--- src/rtl/adder_multi_cycle_16b_pkg.sv ---
// Shared constants for the multi-cycle 16-bit adder: FSM encoding and slice geometry.
// Imported by the RTL and by the testbench so both use the same encoding.
package adder_multi_cycle_16b_pkg;

    localparam int DATA_W     = 16;
    localparam int SLICE_W    = 4;
    localparam int NUM_SLICES = DATA_W / SLICE_W;

    localparam logic [1:0] STATE_IDLE = 2'd0;
    localparam logic [1:0] STATE_CALC = 2'd1;
    localparam logic [1:0] STATE_DONE = 2'd2;

endpackage

--- src/rtl/adder_multi_cycle_16b_rca.sv ---
// Gate-level 4-bit ripple-carry adder, used as the single slice adder of the multi-cycle adder.
// The carry chain is written as separate nets so each bit's carry is an independent signal.
module AdderRippleCarry_4b_GL (
    input  logic [3:0] in0,
    input  logic [3:0] in1,
    input  logic       cin,
    output logic [3:0] sum,
    output logic       cout
);

    logic c1;
    logic c2;
    logic c3;

    assign sum[0] = in0[0] ^ in1[0] ^ cin;
    assign c1     = (in0[0] & in1[0]) | (cin & (in0[0] ^ in1[0]));
    assign sum[1] = in0[1] ^ in1[1] ^ c1;
    assign c2     = (in0[1] & in1[1]) | (c1 & (in0[1] ^ in1[1]));
    assign sum[2] = in0[2] ^ in1[2] ^ c2;
    assign c3     = (in0[2] & in1[2]) | (c2 & (in0[2] ^ in1[2]));
    assign sum[3] = in0[3] ^ in1[3] ^ c3;
    assign cout   = (in0[3] & in1[3]) | (c3 & (in0[3] ^ in1[3]));

endmodule

--- src/rtl/adder_multi_cycle_16b.sv ---
// 16-bit adder that reuses one 4-bit ripple-carry slice over four CALC cycles.
// Control FSM and datapath live in separate blocks; dbg_state exposes the FSM.
module adder_multi_cycle_16b
    import adder_multi_cycle_16b_pkg::*;
(
    input  logic        clk,
    input  logic        rst,
    input  logic        istream_val,
    output logic        istream_rdy,
    input  logic [15:0] in0,
    input  logic [15:0] in1,
    input  logic        cin,
    output logic        ostream_val,
    input  logic        ostream_rdy,
    output logic [15:0] sum,
    output logic        cout,
    output logic [1:0]  dbg_state
);

    // Handshakes: a transfer happens on a rising edge where val and rdy are both
    // high; the sender holds data stable while val is high and rdy is low.
    logic [1:0]  state;
    logic [1:0]  state_next;
    logic [1:0]  k;
    logic        carry;
    logic [15:0] op0;
    logic [15:0] op1;
    logic [3:0]  slice_a;
    logic [3:0]  slice_b;
    logic [3:0]  slice_sum;
    logic        slice_cout;
    logic        in_xfer;
    logic        out_xfer;
    logic        calc_en;
    logic        calc_last;

    // ---------------- control ----------------
    assign istream_rdy = (state == STATE_IDLE);
    assign ostream_val = (state == STATE_DONE);
    assign in_xfer     = istream_val && istream_rdy;
    assign out_xfer    = ostream_val && ostream_rdy;
    assign calc_en     = (state == STATE_CALC);
    assign calc_last   = calc_en && (k == 2'd3);
    assign dbg_state   = state;

    always_comb begin
        state_next = state;
        case (state)
            STATE_IDLE: if (in_xfer)   state_next = STATE_CALC;
            STATE_CALC: if (calc_last) state_next = STATE_DONE;
            STATE_DONE: if (out_xfer)  state_next = STATE_IDLE;
            default:                   state_next = STATE_IDLE;
        endcase
    end

    always_ff @(posedge clk) begin
        if (rst) begin
            state <= STATE_IDLE;
        end else begin
            state <= state_next;
        end
    end

    // ---------------- datapath ----------------
    always_comb begin
        slice_a = op0[3:0];
        slice_b = op1[3:0];
        case (k)
            2'd1: begin slice_a = op0[7:4];   slice_b = op1[7:4];   end
            2'd2: begin slice_a = op0[11:8];  slice_b = op1[11:8];  end
            2'd3: begin slice_a = op0[15:12]; slice_b = op1[15:12]; end
            default: ;
        endcase
    end

    AdderRippleCarry_4b_GL u_slice_adder (
        .in0  (slice_a),
        .in1  (slice_b),
        .cin  (carry),
        .sum  (slice_sum),
        .cout (slice_cout)
    );

    always_ff @(posedge clk) begin
        if (rst) begin
            op0   <= '0;
            op1   <= '0;
            k     <= '0;
            carry <= 1'b0;
            sum   <= '0;
            cout  <= 1'b0;
        end else if (in_xfer) begin
            op0   <= in0;
            op1   <= in1;
            carry <= cin;
            k     <= '0;
        end else if (calc_en) begin
            case (k)
                2'd0:    sum[3:0]   <= slice_sum;
                2'd1:    sum[7:4]   <= slice_sum;
                2'd2:    sum[11:8]  <= slice_sum;
                default: sum[15:12] <= slice_sum;
            endcase
            carry <= slice_cout;
            k     <= k + 2'd1;
            if (calc_last) begin
                cout <= slice_cout;
            end
        end
    end

endmodule
--- config.mk ---
export PLATFORM = sky130hd
export DESIGN_NAME = adder_multi_cycle_16b
export DESIGN_NICKNAME = d
export VERILOG_FILES = /design/src/rtl/adder_multi_cycle_16b_pkg.sv /design/src/rtl/adder_multi_cycle_16b_rca.sv /design/src/rtl/adder_multi_cycle_16b.sv
export SDC_FILE = /design/constraint.sdc
export NUM_CORES = 1
export LEC_CHECK = 0
export ABC_AREA = 1
export BUFFER_PORTS_ARGS = -buffer_cell sky130_fd_sc_hd__clkbuf_2
export CAP_MARGIN = 20
export CORE_MARGIN = 4
export CORE_UTILIZATION = 40
export CTS_BUF_LIST = sky130_fd_sc_hd__clkbuf_4 sky130_fd_sc_hd__clkbuf_8
export DETAILED_ROUTE_END_ITERATION = 16
export GPL_TIMING_DRIVEN = 1
export PLACE_DENSITY = 0.6
export SETUP_SLACK_MARGIN = 0.3
export SYNTH_ARGS = -nofsm -noshare
export SYNTH_HDL_FRONTEND = slang
export SYNTH_SLANG_ARGS = --single-unit
--- constraint.sdc ---
create_clock -name clk -period 9.15 [get_ports clk]
set_input_delay 0.915 -clock clk [delete_from_list [all_inputs] [get_ports clk]]
set_output_delay 0.915 -clock clk [all_outputs]
set_load 0.02 [all_outputs]
Word level (Yosys, flattened, before mapping)
Index checks and enable logic that the tools add are counted.
Widths: inputs -> output; s select.
Storage, ports and cells
  logic and storage cells: 63
  flip-flop bits (word level): 54
Operators by class
  equal/unequal tests: 8
  add/subtract/negate cells: 1
  muxes and demuxes: 8
  bitwise logic cells: 22
  reductions and logical operators: 14
Operators with widths (count)
  $pmux 4 s3: 2
  $reduce_and 3->1: 6
  $and 1x1->1: 8
  $xor 1x1->1: 8
  $eq 2x2->1 const B: 3
  $mux 2: 3
  $ne 2x1->1 const B: 3
  $pmux 2 s3: 1
  $eq 2x1->1 const B: 2
  $logic_not 2->1: 2
  $or 1x1->1: 4
  $logic_and 1x1->1: 3
  $reduce_or 3->1: 1
  $add 2x1->2 const B: 1
  $mux 1: 2
  $not 1->1: 2
  $reduce_bool 2->1: 1
  $reduce_or 2->1: 1

Longest topological paths before layout
Gate-level depths: netlist (run 1).
  depth after elaboration: 13
  mapped depth: 17
  depth with buffers taken out: 16

By module
Synthesis (run 1) repeated with hierarchy kept, for this count alone.
Unflattened totals
  cell total of the unflattened synthesis: 368
  area, all modules: 2631.3 um^2
By module, submodules not included
  adder_multi_cycle_16b: cells each 354, area an instance 2513.7 um^2, sequential area each 1081.0 um^2, instances 1
  AdderRippleCarry_4b_GL: cells each 14, area an instance 117.6 um^2, sequential area each 0.0 um^2, instances 1

Worst setup path before layout (run 1)
No wires, ideal clock.
  path kind: flip-flop to flip-flop
  start point: register k[0]
  end point: register sum[3]
  arrival: 2832 ps
  library setup time: 70 ps
  setup slack: 6248 ps
  clock period less this slack: 2902 ps
  cell stages (with the launch flop): 16
  cells stage by stage: dfxtp_1 inv_1 ha_1 inv_1 clkbuf_1 nand4_1 o21ai_0 fa_1 inv_1 fa_1 fa_1 inv_1 fa_1 inv_1 nand3_1 a21oi_1
On the way
  longest elaborated chain between the ends: 10
  elaborated cells on any way between the ends: 21
  those cells by class: eq/ne: 3; mux: 2; bitwise: 14; reduce/logical: 2
Ends and longest elaborated chain
  start, declared: RTL line adder_multi_cycle_16b.sv:24  | logic [1:0] k;
  start signal, assigned: RTL line adder_multi_cycle_16b.sv:105  | k <= k + 2'd1;
  $eq 2x2->1 / $eq 2x1->1 (equally long branches): RTL line adder_multi_cycle_16b.sv:68  | case (k)
  $pmux 4 s3: RTL line adder_multi_cycle_16b.sv:68
  $xor 1x1->1: RTL line adder_multi_cycle_16b_rca.sv:16  | assign c1 = (in0[0] & in1[0]) | (cin & (in0[0] ^ in1[0]));
  $and 1x1->1: RTL line adder_multi_cycle_16b_rca.sv:16
  $or 1x1->1: RTL line adder_multi_cycle_16b_rca.sv:16
  $and 1x1->1: RTL line adder_multi_cycle_16b_rca.sv:18  | assign c2 = (in0[1] & in1[1]) | (c1 & (in0[1] ^ in1[1]));
  $or 1x1->1: RTL line adder_multi_cycle_16b_rca.sv:18
  $and 1x1->1: RTL line adder_multi_cycle_16b_rca.sv:20  | assign c3 = (in0[2] & in1[2]) | (c2 & (in0[2] ^ in1[2]));
  $or 1x1->1: RTL line adder_multi_cycle_16b_rca.sv:20
  $xor 1x1->1: RTL line adder_multi_cycle_16b_rca.sv:21  | assign sum[3] = in0[3] ^ in1[3] ^ c3;
  end signal, assigned: RTL line adder_multi_cycle_16b.sv:99  | 2'd0: sum[3:0] <= slice_sum;
  end, declared: RTL line adder_multi_cycle_16b.sv:15  | output logic [15:0] sum,
Parallel ways exist; a longest one is shown, timed or not.
A chain may end at the register's enable or synchronous reset.

Worst setup path in the final report (run 1)
Ends and elaborated chain as after synthesis.

==> results.cfg, run 1 <==
[run_status]
status = complete, no violations

[route]
ant_nets = 0
vias = 2257
drtIter0Drc = 90
avgViaCountPerCell = 4.79
dr.pass1.iters = 4
drc_errors = 0
wl_per_cell_um = 12.3
detail_route.wirelength_um = 5820

[cells_and_area]
final_net_count = 440
final_common_cell = nand2_1
antenna_cells = 0
area_delta_synth_final_pct = 13.6
fin_cells = 471
ff_latch_area_um2 = 1080
layout-drive-gt1-share = 0.177
multi_input_area_um2 = 1300
fillerInstances = 653
final_cell_mix = 85 x nand2_1, 77 x nor2_1, 57 x clkbuf_2, 54 x dfxtp_1, 33 x nand3b_1

[clocking]
cts-resized-gates = 0
hold_buffers = 0
clk_latency_ns = 0.30
cts_root_buf = clkbuf_8
path_clk_slew_ns = 0.09
post-cts-setup-buffers = 0
tritoncts = done
numCtsBuffers = 5
htree_levels = 2
cts_buffer_depth = 2
clock_sink_count = 54

[grt]
antenna_found_initial = 0
grt_max_degree = 36
grtUsageTotal = 0.162
grt_pass1_wl_um = 9890
gr-total-overflow = 0
grt_pass1_vias = 2082

[logic_synthesis]
synthFlopType = dfxtp_1
synth.distinct_cells = 21
ys_async_sr_fraction = 0
synth_top_area_frac = 0.421
synth_area_um2 = 2570
syn_nets = 399
ys_seq_area_frac = 0.421
yosysWarnings = 0
synth_edf_count = 0
yosys.area.top_type = dfxtp_1
syn_inst = 354
syn_avg_cell_area_um2 = 7.25
yosys-top-cells-area = dfxtp_1 42%, nand2_1 12%, nor2_1 11%
ys_seq_elements = 54

[worst_setup_path]
crit_slowest_cell = ha_1
crit_cells = 13
path_cells = inv_1 -> ha_1 -> inv_1 -> o21ai_0 -> fa_1 -> inv_1 -> fa_1 -> fa_1 -> inv_1 -> fa_1 -> inv_1 -> nand3_1 -> a21oi_1
cpMostUsedCell = inv_1
cp_data_arrival_time_ns = 3.64
cp-endpoint = sum[3]$_SDFFE_PP0P_
cp-startpoint = k[0]$_SDFFE_PP0P_
r2r-end = sum[3]$_SDFFE_PP0P_
crit_type = flip-flop to flip-flop
rrSetupSlack_ns = 5.74
path_max_fanout = 11
rr_worst_depth = 13
endpoint_kind = flip-flop
crit_buf_inv = 5
r2r-start = k[0]$_SDFFE_PP0P_
startpoint_type = flip-flop
crit_required_ns = 9.39
slowest_delay_ns = 0.43
cp_top_family = adder cells

[floorplanning]
design.core.area_um2 = 6060
dieArea_um2 = 7760
die_w_um = 88.1
rows = 28
die_h_um = 88.1
initial_utilization = 0.423
io-pin-count = 58

[sta]
rsz0062_at_grt = no
slew_viol_final = 0
min_period_ns = 3.41
period_share = 0.372
max-slew-margin-rel = 0.435
setup_viol = 0
worst_pin_slew_ns = 0.843
skew_ns = 0.00626
finalSetupTns_ns = 0
hold_viol_final = 0
max_freq_ghz = 0.294

[place]
portBuffers = 57
dpl.hpwl_um = 4320
routabilityCongestion = 0.827
dpl.cell_count = 463

[power]
peakVddDrop_uv = 75.6
power_uw = 488
p_per_area_nw_per_um2 = 168
leakagePower_nw = 1.31

[job]
drv_cap = 0

[hold_path]
hp-class = flip-flop to flip-flop
## per-layer routing
| metal | vias to the layer above | track usage | share of wire |
|---|---|---|---|
| li1 | 1206 | - | - |
| met1 | 989 | 0.222 | 0.49 |
| met2 | 55 | 0.259 | 0.45 |
| met3 | 7 | 0.0367 | 0.055 |
| met4 | 0 | 0.0398 | 0.011 |
| met5 | - | 0 | 0 |
## power breakdown
group | internal [mW] | leakage (nW) | switching, mW | total (mW)
clock | 0.0642 | 0.0517 | 0.0731 | 0.137
combinational | 0.0335 | 0.812 | 0.0565 | 0.0900
sequential | 0.251 | 0.444 | 0.0101 | 0.261
total | 0.348 | 1.31 | 0.140 | 0.488
## tightest hold or removal path, stage by stage, from the launching register on
cell	delay [ns]
dfxtp_1	0.32
nand2_1	0.06
a21oi_1	0.05
## cell usage after synthesis (4+ instances only)
cell type and instances:
nand2_1 85, nor2_1 77, dfxtp_1 54, nand3b_1 33, nand3_1 27, a21oi_1 22, inv_1 12, clkbuf_1 9
buf_2 5, fa_1 4, ha_1 4, o21ai_0 4
## final cells by class
class	instances	share of cell area
inverters	15	0.0193
clock inverters	1	0.00172
multi-input cells	262	0.447
clock buffers	7	0.0309
well taps	75	0.0322
flip-flops and latches	54	0.371
repair buffers	57	0.0979
## per-stage QoR
step / area, um2 / hold slack (ns) / utilization / worst slack, ns
3_5_place_dp: 2820 / 0.455 / 0.465 / 5.78
4_1_cts: 2910 / 0.470 / 0.481 / 5.77
3_3_place_gp: 2820 / 0.453 / 0.465 / 5.96
5_1_grt: 2910 / 0.482 / 0.481 / 5.38
6_report: 2910 / 0.467 / 0.481 / 5.74
2_1_floorplan: 2570 / 0.449 / - / 6.25
## logic make-up after synthesis
logic type,count (synthesis),share of synthesized area
AND/OR/NAND/NOR,228,0.406
flip-flops,54,0.421
adder cells (fa/ha/maj),8,0.0507
AO/OA/AOI/OAI,26,0.0507
buffers and inverters,38,0.0712
## worst min path at each step
stage,startpoint,end,depth (start not counted)
final,sum[9]$_SDFFE_PP0P_,sum[9]$_SDFFE_PP0P_,2
after global routing,sum[9]$_SDFFE_PP0P_,sum[9]$_SDFFE_PP0P_,2
after CTS,sum[12]$_SDFFE_PP0P_,sum[12]$_SDFFE_PP0P_,2
after detailed placement,sum[12]$_SDFFE_PP0P_,sum[12]$_SDFFE_PP0P_,2
after global placement,sum[14]$_SDFFE_PP0P_,sum[14]$_SDFFE_PP0P_,2
after floorplan,op0[0]$_SDFFE_PP0P_,op0[0]$_SDFFE_PP0P_,2
## state kept, by name, indices dropped and copies added (netlist names)
| name | count |
|---|---|
| carry | 1 |
| cout | 1 |
| dbg_state | 2 |
| k | 2 |
| op0 | 16 |
| op1 | 16 |
| sum | 16 |
No activity file was read; power rests on OpenSTA's default activity.
==> run 2: changes to the inputs <==
--- a/config.mk
+++ b/config.mk
@@ -5,7 +5,7 @@
 export SDC_FILE = /design/constraint.sdc
 export NUM_CORES = 1
 export LEC_CHECK = 0
-export ABC_AREA = 1
+export ABC_AREA = 0
 export BUFFER_PORTS_ARGS = -buffer_cell sky130_fd_sc_hd__clkbuf_2
 export CAP_MARGIN = 20
 export CORE_MARGIN = 4
@@ -13,7 +13,7 @@
 export CTS_BUF_LIST = sky130_fd_sc_hd__clkbuf_4 sky130_fd_sc_hd__clkbuf_8
 export DETAILED_ROUTE_END_ITERATION = 16
 export GPL_TIMING_DRIVEN = 1
-export PLACE_DENSITY = 0.6
+export PLACE_DENSITY = 0.63
 export SETUP_SLACK_MARGIN = 0.3
 export SYNTH_ARGS = -nofsm -noshare
 export SYNTH_HDL_FRONTEND = slang
==> constraint.sdc (replaced) <==
create_clock -name clk -period 2.8 [get_ports clk]
set_input_delay 0.28 -clock clk [delete_from_list [all_inputs] [get_ports clk]]
set_output_delay 0.28 -clock clk [all_outputs]
set_load 0.02 [all_outputs]
==> run 2 against run 1 <==
Net effect:
- the flow now finishes with violations (setup timing)
- cell count decreased by 16%
- area after synthesis decreased by 10%
- clock-buffer cell count decreased by 2
- worst setup slack got worse by 5.8 ns
- total power increased to 3.1 times the previous value
==> results.cfg, run 2 <==
[run_status]
status = finished with violations
violations = setup timing

[floorplanning]
design.core.area_um2 = 5540
initial_utilization = 0.415
rows = 27
dieArea_um2 = 7030
io-pin-count = 58
die_h_um = 83.8
die_w_um = 83.8

[grt]
grt_pass1_vias = 1907
grt_pass1_wl_um = 8990
antenna_found_initial = 0
grt_max_degree = 55
grtUsageTotal = 0.156
gr-total-overflow = 0

[worst_setup_path]
cp-startpoint = k[0]$_SDFFE_PP0P_
crit_type = flip-flop to flip-flop
rrSetupSlack_ns = -0.09
startpoint_type = flip-flop
rr_worst_depth = 12
r2r-end = sum[3]$_SDFFE_PP0P_
path_max_fanout = 4
cp_data_arrival_time_ns = 3.12
cp-endpoint = sum[3]$_SDFFE_PP0P_
endpoint_kind = flip-flop
crit_required_ns = 3.03
r2r-start = k[0]$_SDFFE_PP0P_

[clocking]
path_clk_slew_ns = 0.09
clock_sink_count = 54
hold_buffers = 0
cts_buffer_depth = 2
cts_root_buf = clkbuf_8
tritoncts = done
clk_latency_ns = 0.30
numCtsBuffers = 5
htree_levels = 2

[logic_synthesis]
synth_edf_count = 0
ys_seq_area_frac = 0.470
synth.distinct_cells = 27
syn_inst = 267
ys_async_sr_fraction = 0
yosys-top-cells-area = dfxtp_1 47%, nand2_1 11%, a21oi_1 8.3%
synthFlopType = dfxtp_1
syn_avg_cell_area_um2 = 8.62
syn_nets = 312
yosysMostFrequentCell = nand2_1
ys_seq_elements = 54
synth_top_area_frac = 0.470
yosysWarnings = 0
synth_area_um2 = 2300
ys_top_cells_by_count = 69 x nand2_1, 54 x dfxtp_1, 38 x a21oi_1
yosys.area.top_type = dfxtp_1

[sta]
skew_ns = 0.00327
worst_pin_slew_ns = 0.588
slew_viol_final = 0
rsz0062_at_grt = yes
min_period_ns = 2.89
period_share = 1.03
finalSetupTns_ns = -0.361
max_freq_ghz = 0.346
hold_viol_final = 0
max-slew-margin-rel = 0.608
fin_ws_ns = -0.0924
setup_viol = 4

[route]
dr.pass1.iters = 4
wl_per_cell_um = 13.4
detail_route.wirelength_um = 5270
avgViaCountPerCell = 4.89
ant_nets = 0
vias = 1927
drtIter0Drc = 121
drc_errors = 0

[power]
power_mw = 1.52
leakagePower_nw = 1.16
peakVddDrop_uv = 292
p_per_area_nw_per_um2 = 543

[cells_and_area]
layout-drive-gt1-share = 0.304
fillerInstances = 562
top_regs = op0: 16 flops, op1: 16 flops, sum: 16 flops
final_common_cell = nand2_1
fin_cells = 394
area_delta_synth_final_pct = 21.8
final_net_count = 367
final_cell_mix = 69 x nand2_1, 57 x clkbuf_2, 52 x dfxtp_1, 38 x a21oi_1, 23 x nor2_1
antenna_cells = 0
fin_area_um2 = 2800

[place]
portBuffers = 57
dpl-instance-area_um2 = 2640
routabilityCongestion = 0.819
dpl.cell_count = 384
dpl.hpwl_um = 3810

[hold_path]
hp-class = input pin to flip-flop

[job]
drv_cap = 0
-- run 2: how the worst min path moves through the flow --
stage                                    from                  end  slack, ns  cells past startpoint
after global routing                   in1[5]  op1[5]$_SDFFE_PP0P_       0.19                      3
after floorplan                        in0[3]  op0[3]$_SDFFE_PP0P_       0.42                      2
after global placement    op0[6]$_SDFFE_PP0P_  op0[6]$_SDFFE_PP0P_       0.45                      2
after detailed placement  op1[7]$_SDFFE_PP0P_  op1[7]$_SDFFE_PP0P_       0.45                      2
after CTS                              in0[4]  op0[4]$_SDFFE_PP0P_       0.18                      3
final                                  in1[7]  op1[7]$_SDFFE_PP0P_       0.19                      3
-- run 2: layout make-up --
| cell class | count | area (um2) | area share |
|---|---|---|---|
| clock buffers | 5 | 68.8 | 0.0246 |
| inverters | 7 | 28.8 | 0.0103 |
| well taps | 72 | 90.1 | 0.0322 |
| flip-flops and latches | 54 | 1090 | 0.389 |
| clock inverters | 2 | 10.0 | 0.00357 |
| multi-input cells | 183 | 1100 | 0.393 |
| repair buffers | 71 | 414 | 0.148 |
-- run 2: logic make-up (layout without fill, tap and decap cells) --
group / Yosys count / after routing / share of synthesized area
AOI/OAI and AO/OA: 61 / 61 / 0.163
buffers and inverters: 30 / 85 / 0.0745
muxes: 9 / 9 / 0.0392
DFF: 54 / 54 / 0.470
xor gates and xnor gates: 1 / 1 / 0.00381
and+or+nand+nor: 104 / 104 / 0.194
adders and majority gates: 8 / 8 / 0.0566
-- run 2: timing repair --
action	CTS	global route
pin swaps	9	1
setup buffers	1	1
setup endpoints to repair	10	10
resized for setup	7	3
-- run 2: metrics by stage --
step	setup WS, ns	util	hold WS [ns]
floorplan	-0.0309	-	0.416
global placement	-0.0226	0.476	0.446
detailed placement	-0.145	0.476	0.448
CTS	-0.0956	0.498	0.184
global route	-0.282	0.506	0.185
finish	-0.0924	0.506	0.189
-- run 2: where the power goes --
part / total (mW) / internal (mW) / switching, mW
Clock: 0.405 / 0.168 / 0.236
Combinational: 0.281 / 0.121 / 0.160
Sequential: 0.834 / 0.807 / 0.0270
Total: 1.52 / 1.10 / 0.424
-- run 2: worst max-delay path, cell delays in order (launching register included) --
cell and delay [ns]:
dfxtp_4 0.38, inv_2 0.04, ha_2 0.20, a222oi_1 0.32, nand2_1 0.11, o21ai_2 0.09, fa_2 0.22, inv_2 0.04
fa_2 0.34, fa_2 0.35, inv_2 0.06, fa_2 0.48, a211oi_2 0.19
-- run 2: routing by layer --
| metal | vias up | share of wire | routed length (um) | global-route usage |
|---|---|---|---|---|
| met5 | - | 0 | 0 | 0 |
| met4 | 0 | 0.0051 | 27 | 0.0322 |
| met3 | 4 | 0.056 | 295 | 0.0543 |
| met2 | 48 | 0.43 | 2290 | 0.231 |
| met1 | 877 | 0.50 | 2660 | 0.218 |
| li1 | 998 | - | - | - |
